`src/rtl/fdd_wr_capture.sv`:
```
// Floppy write-direction capture: frames sync/mark/256 words/CRC and buffers one good sector.
// Optional CRC checking is enabled by defining FDD_WR_CRC_EN.
module fdd_wr_capture #(
   parameter logic [15:0] SYNC_WORD = 16'hA1A1,
   parameter logic [15:0] MARK_WORD = 16'hA1FB,
   parameter int          SEC_WORDS = 256
) (
   input  logic        pin_25mhz_ck,
   input  logic        ppu_vm_init_i,
   input  logic        wr_gate,
   input  logic        wr_strobe,
   input  logic [15:0] data_in,
   input  logic [31:0] sd_lba_i,
   input  logic [7:0]  buf_rd_addr,
   output logic [15:0] buf_rd_data,
   output logic        sec_rdy,
   output logic [31:0] sec_lba,
   input  logic        sd_done,
   output logic        crc_err,
   output logic        overrun
);

   typedef enum logic [2:0] {IDLE, HUNT, MARK, DATA, CRCW, CHECK} state_t;

   localparam logic [7:0] LAST = 8'(SEC_WORDS - 1);

   state_t      state, state_nx;
   logic [7:0]  cnt;
   logic [31:0] lba_shadow;
   logic [15:0] mem [0:SEC_WORDS-1];
   logic        take, crc_pass;
   logic        lba_ld, wr_en, crc_chk, rdy_set, crc_err_nx, ovr_nx;

   assign take = wr_strobe & wr_gate;

   always_ff @(posedge pin_25mhz_ck or posedge ppu_vm_init_i)
      if (ppu_vm_init_i) state <= IDLE;
      else               state <= state_nx;

   always_comb begin
      state_nx   = state;
      lba_ld     = 1'b0;
      wr_en      = 1'b0;
      crc_chk    = 1'b0;
      rdy_set    = 1'b0;
      crc_err_nx = 1'b0;
      ovr_nx     = 1'b0;
      if (!wr_gate) state_nx = IDLE;
      else begin
         case (state)
            IDLE: state_nx = HUNT;
            HUNT: if (take && data_in == SYNC_WORD) state_nx = MARK;
            MARK: if (take) begin
               if (data_in == MARK_WORD) begin
                  // A buffered sector is never overwritten: report and re-hunt.
                  if (sec_rdy) begin
                     ovr_nx   = 1'b1;
                     state_nx = HUNT;
                  end else begin
                     lba_ld   = 1'b1;
                     state_nx = DATA;
                  end
               end else if (data_in != SYNC_WORD) state_nx = HUNT;
            end
            DATA: if (take) begin
               wr_en = 1'b1;
               if (cnt == LAST) state_nx = CRCW;
            end
            CRCW: if (take) begin
               crc_chk  = 1'b1;
               state_nx = CHECK;
            end
            CHECK: begin
               if (crc_pass) rdy_set    = 1'b1;
               else          crc_err_nx = 1'b1;
               state_nx = HUNT;
            end
            default: state_nx = IDLE;
         endcase
      end
   end

   always_ff @(posedge pin_25mhz_ck or posedge ppu_vm_init_i)
      if (ppu_vm_init_i) begin
         cnt        <= '0;
         lba_shadow <= '0;
         sec_rdy    <= 1'b0;
         sec_lba    <= '0;
         crc_err    <= 1'b0;
         overrun    <= 1'b0;
      end else begin
         if (lba_ld) begin
            cnt        <= '0;
            lba_shadow <= sd_lba_i;
         end else if (wr_en) cnt <= cnt + 8'd1;
         // A new sector outranks a simultaneous sd_done.
         if (rdy_set) begin
            sec_rdy <= 1'b1;
            sec_lba <= lba_shadow;
         end else if (sd_done) sec_rdy <= 1'b0;
         crc_err <= crc_err_nx;
         overrun <= ovr_nx;
      end

   always_ff @(posedge pin_25mhz_ck)
      if (wr_en) mem[cnt] <= data_in;

   always_ff @(posedge pin_25mhz_ck or posedge ppu_vm_init_i)
      if (ppu_vm_init_i) buf_rd_data <= '0;
      else               buf_rd_data <= mem[buf_rd_addr];

`ifdef FDD_WR_CRC_EN
   // CRC-16/CCITT over one word, high byte first, MSB first.
   function automatic logic [15:0] crc_word(input logic [15:0] c_in, input logic [15:0] w);
      logic [15:0] c;
      c = c_in;
      for (int i = 15; i >= 0; i--)
         c = {c[14:0], 1'b0} ^ ((c[15] ^ w[i]) ? 16'h1021 : 16'h0000);
      return c;
   endfunction

   localparam logic [15:0] CRC_MARK = crc_word(crc_word(16'hFFFF, SYNC_WORD), MARK_WORD);

   logic [15:0] crc;
   logic        crc_ok;

   always_ff @(posedge pin_25mhz_ck or posedge ppu_vm_init_i)
      if (ppu_vm_init_i) begin
         crc    <= 16'hFFFF;
         crc_ok <= 1'b0;
      end else begin
         if (lba_ld)       crc <= CRC_MARK;
         else if (wr_en)   crc <= crc_word(crc, data_in);
         if (crc_chk)      crc_ok <= (data_in == crc);
      end

   assign crc_pass = crc_ok;
`else
   assign crc_pass = 1'b1;
`endif

endmodule

```
`config.mk`:
```
export PLATFORM = sky130hd
export DESIGN_NAME = fdd_wr_capture
export DESIGN_NICKNAME = d
export VERILOG_FILES = /design/src/rtl/fdd_wr_capture.sv
export SDC_FILE = /design/constraint.sdc
export NUM_CORES = 2
export LEC_CHECK = 0
export CAP_MARGIN = 25
export CORE_ASPECT_RATIO = 1.5
export CORE_MARGIN = 5
export CORE_UTILIZATION = 30
export DETAILED_ROUTE_END_ITERATION = 7
export PLACE_DENSITY = 0.55
export SLEW_MARGIN = 20
export SYNTH_ARGS = -nofsm -noshare
export SYNTH_HDL_FRONTEND = slang
export SYNTH_SLANG_ARGS = --single-unit
export TNS_END_PERCENT = 30
```
`constraint.sdc`:
```
create_clock -name pin_25mhz_ck -period 5.3 [get_ports pin_25mhz_ck]
set_input_delay 1.06 -clock pin_25mhz_ck [delete_from_list [all_inputs] [get_ports pin_25mhz_ck]]
set_output_delay 1.06 -clock pin_25mhz_ck [all_outputs]
set_load 0.02 [all_outputs]
```
==> results by group <==
Route
  – Drt first-iter violations: 7749
  – DRC violations left: 0
  – Total number of vias: 79845
  – Drt via density: 5.12
  – Drt wl/cell: 30.1 um
  – First drt pass iteration count: 8
  – Total Routed Length: 469000 um
  – Number of nets still failing antenna checks after routing: 0

Min path
  – HP Class: input port to flop

Clocking
  – Resized Gates After CTS: 0
  – Clock slew at the register clock pins of the worst setup and hold paths: 0.06 ns
  – CTS tree: built
  – Cell chosen for the clock root: clkbuf_16
  – Post-CTS Repair Setup Buffers: 0
  – TritonCTS buffer count: 390
  – Skew-Pair Late Insertion Delay: 0.95 ns
  – Total clock sinks: 4189
  – Hold bufs inserted after CTS: 0
  – Largest buffer count on any clock path: 4
  – H-tree levels: 5

Setup path
  – Cell with the largest stage delay on the worst path: nand4_1
  – Maximum cell stage delay along the critical path: 0.86 ns
  – Critical Path Source: buf_rd_addr[6]
  – Worst Path Max Fanout: 11
  – Reg2reg path depth: 5
  – Sort of element at the end of the critical path: flop
  – Register-to-Register Setup Slack: 1.69 ns
  – Critical path arrival: 5.38 ns
  – Crit path kind: input port to flop
  – Reg2reg start: cnt[7]
  – Kind of cell adding the most delay to the critical path: simple AND/OR/NAND/NOR gates
  – Element type at the critical path start: input port
  – Worst reg2reg path endpoint: mem[199][13]
  – Critical Path Sink: buf_rd_data[4]
  – WP buf/inv: 2
  – Required time worst endpoint: 6.12 ns
  – Stages on the worst setup path: 9
  – Worst path cell trace: clkdlybuf4s50_1 -> nor4bb_1 -> buf_4 -> nand2_1 -> a211oi_1 -> or4_1 -> a2111oi_2 -> nand4_1 -> nor4_2

Logic synthesis
  – Mean post-synth cell area: 21.5 sq um
  – Leading cell types by total area after synthesis: edfxtp_1, mux4_2, mux2i_1, dfrtp_1, o221ai_1
  – Share of Yosys cell area claimed by the top area cell type: 76.4%
  – Post-Synthesis Cells: 7471
  – Flip-flop cell with the highest count after synthesis: edfxtp_1
  – Post-synth EDFFs: 4096
  – Post-synth ARST share: 2.22%
  – Ys Warns: 0
  – Count of state elements after synthesis: 4189
  – Netlist Area Pre-Place: 161000 sq um
  – Sequential element share of the synthesized area: 77.8%
  – Synth unique cells: 61
  – Cell accounting for the most synthesized area: edfxtp_1
  – Post-Syn Nets: 7536

Global route
  – Number of antenna violations at the first check in global routing: 25
  – Overflow after GRT: 0
  – Vias in the first global route: 82466
  – Global-route wire length before repair: 653000 um
  – Pin count of the biggest net entering global routing: 193
  – Tot GR Track Use: 16.5%

Placement
  – HPWL reported at the end of detailed placement: 299000 um
  – Number of instances in the placed design: 14853
  – Pre-CTS WS: -0.213 ns
  – Port Buffer Count: 110
  – Instance area at placement: 174000 sq um
  – RD Place Congestion: 0.887

Floorplan
  – Floorplan core area: 535000 sq um
  – IO Count: 112
  – Total number of placement rows: 329
  – Vertical extent of the die: 907 um
  – Width of the chip: 608 um
  – Initial cell density of the core: 30.1%
  – Die footprint: 552000 sq um

Final layout
  – Final cell utilization of the core: 35.0%
  – Most frequent standard cell in the layout excluding fill and tap cells: edfxtp_1
  – Relative area change from synthesis to final layout: 16.3%
  – Most frequent cells in the layout: edfxtp_1, mux4_2, buf_4
  – Number of non-filler instances in the completed layout: 15587
  – Final Net Count: 8198
  – Filler Cells Inserted: 49533
  – Cell area after layout: 187000 sq um
  – Share of layout cells above drive strength 1: 26.2%

STA
  – Sum Neg Setup Slack: 0 ns
  – Fin crit share: 86.0%
  – Pins over their slew limit: 0
  – Top achievable clock speed: 219 MHz
  – Final setup skew: 0.0896 ns
  – Final setup fails: 0
  – Tightest slew margin relative to the limit: 18.3%
  – Crit path time final: 4.56 ns
  – Final Hold Vio Count: 0
  – Final worst hold slack: 0.426 ns
  – Slew @ Worst Pin: 1.22 ns
  – Worst setup slack after layout: 0.741 ns
  – RSZ-0062 raised after global routing: false

Outcome
  – Status: completed

Power
  – Leakage Power: 59.0 nW
  – Highest ir drop seen on vdd: 0.000291 V
  – Power per Cell Area: 367 nW/um^2
  – Overall power of the completed layout: 68.7 mW

Flow run
  – Number of max-cap violations: 0
## cell families (layout without fill, tap and decap cells)
family / count (synthesis) / in the layout / share of synthesized area (%)
mux: 1392 / 1392 / 15.2
fa+ha+maj: 4 / 4 / 0.0311
compound gates: 783 / 783 / 3.54
other cells: 1 / 13 / 0.00233
simple gates: 628 / 628 / 1.81
flops: 4189 / 4189 / 77.8
buf+inv: 467 / 1455 / 1.56
xor+xnor: 7 / 7 / 0.0381
## registers in the layout, summed over array words and instances, names as in the netlist
name	count
mem	4096
lba_shadow	32
cnt	8
sec_rdy	1
state	3
buf_rd_data	16
overrun	1
sec_lba	32
## metal layers
| metal | GRT usage, % | share of wire (%) | wire length [um] |
|---|---|---|---|
| met1 | 18.8 | 36 | 167000 |
| met2 | 29.7 | 52 | 246000 |
| met3 | 2.16 | 5.2 | 24600 |
| met4 | 9.39 | 6.6 | 31100 |
| met5 | 0 | 0.0060 | 28 |
## layout make-up
class	count	area (sq um)	area share, %
flip-flops and latches	4189	125000	66.9
multi-input cells	2815	33500	17.9
clock buffers	501	10600	5.64
well taps	7116	8900	4.76
repair buffers	727	6710	3.59
clock inverters	217	2150	1.15
inverters	10	50.0	0.0267
diodes	12	30.0	0.0160
## cell usage after synthesis (all sizes together) (2+ instances only)
library cell / number
a22o: 45
nor3: 104
and4b: 2
and4: 3
a21oi: 107
a211o: 2
nor4bb: 2
a221oi: 68
or2: 10
mux2i: 495
dfrtp: 93
xnor2: 3
ha: 4
mux2: 64
buf: 247
nor4: 27
nand3: 29
a2111oi: 13
mux4: 833
a22oi: 68
xor2: 4
inv: 10
nand2b: 6
nand4: 19
or4: 14
o21ai: 77
nor2b: 6
clkbuf: 210
nand2: 91
o22ai: 156
nor2: 298
and3: 4
o221ai: 179
nand3b: 2
a211oi: 63
or3: 5
edfxtp: 4096
## where the power goes
part           switching [mW]  total, mW  internal (mW)
Sequential              0.101       36.5           36.4
Clock                    12.3       28.3           16.0
Combinational            2.75       4.00           1.25
Total                    15.2       68.7           53.6
## worst min-delay path by stage
stage	start	endpoint	cells after the start
floorplan	lba_shadow[19]	lba_shadow[19]	1
global placement	lba_shadow[19]	lba_shadow[19]	1
detailed placement	lba_shadow[22]	lba_shadow[22]	1
CTS	data_in[2]	mem[73][2]	1
global route	data_in[2]	mem[95][2]	1
finish	data_in[2]	mem[72][2]	1
No activity file was read; power rests on OpenSTA's default activity.
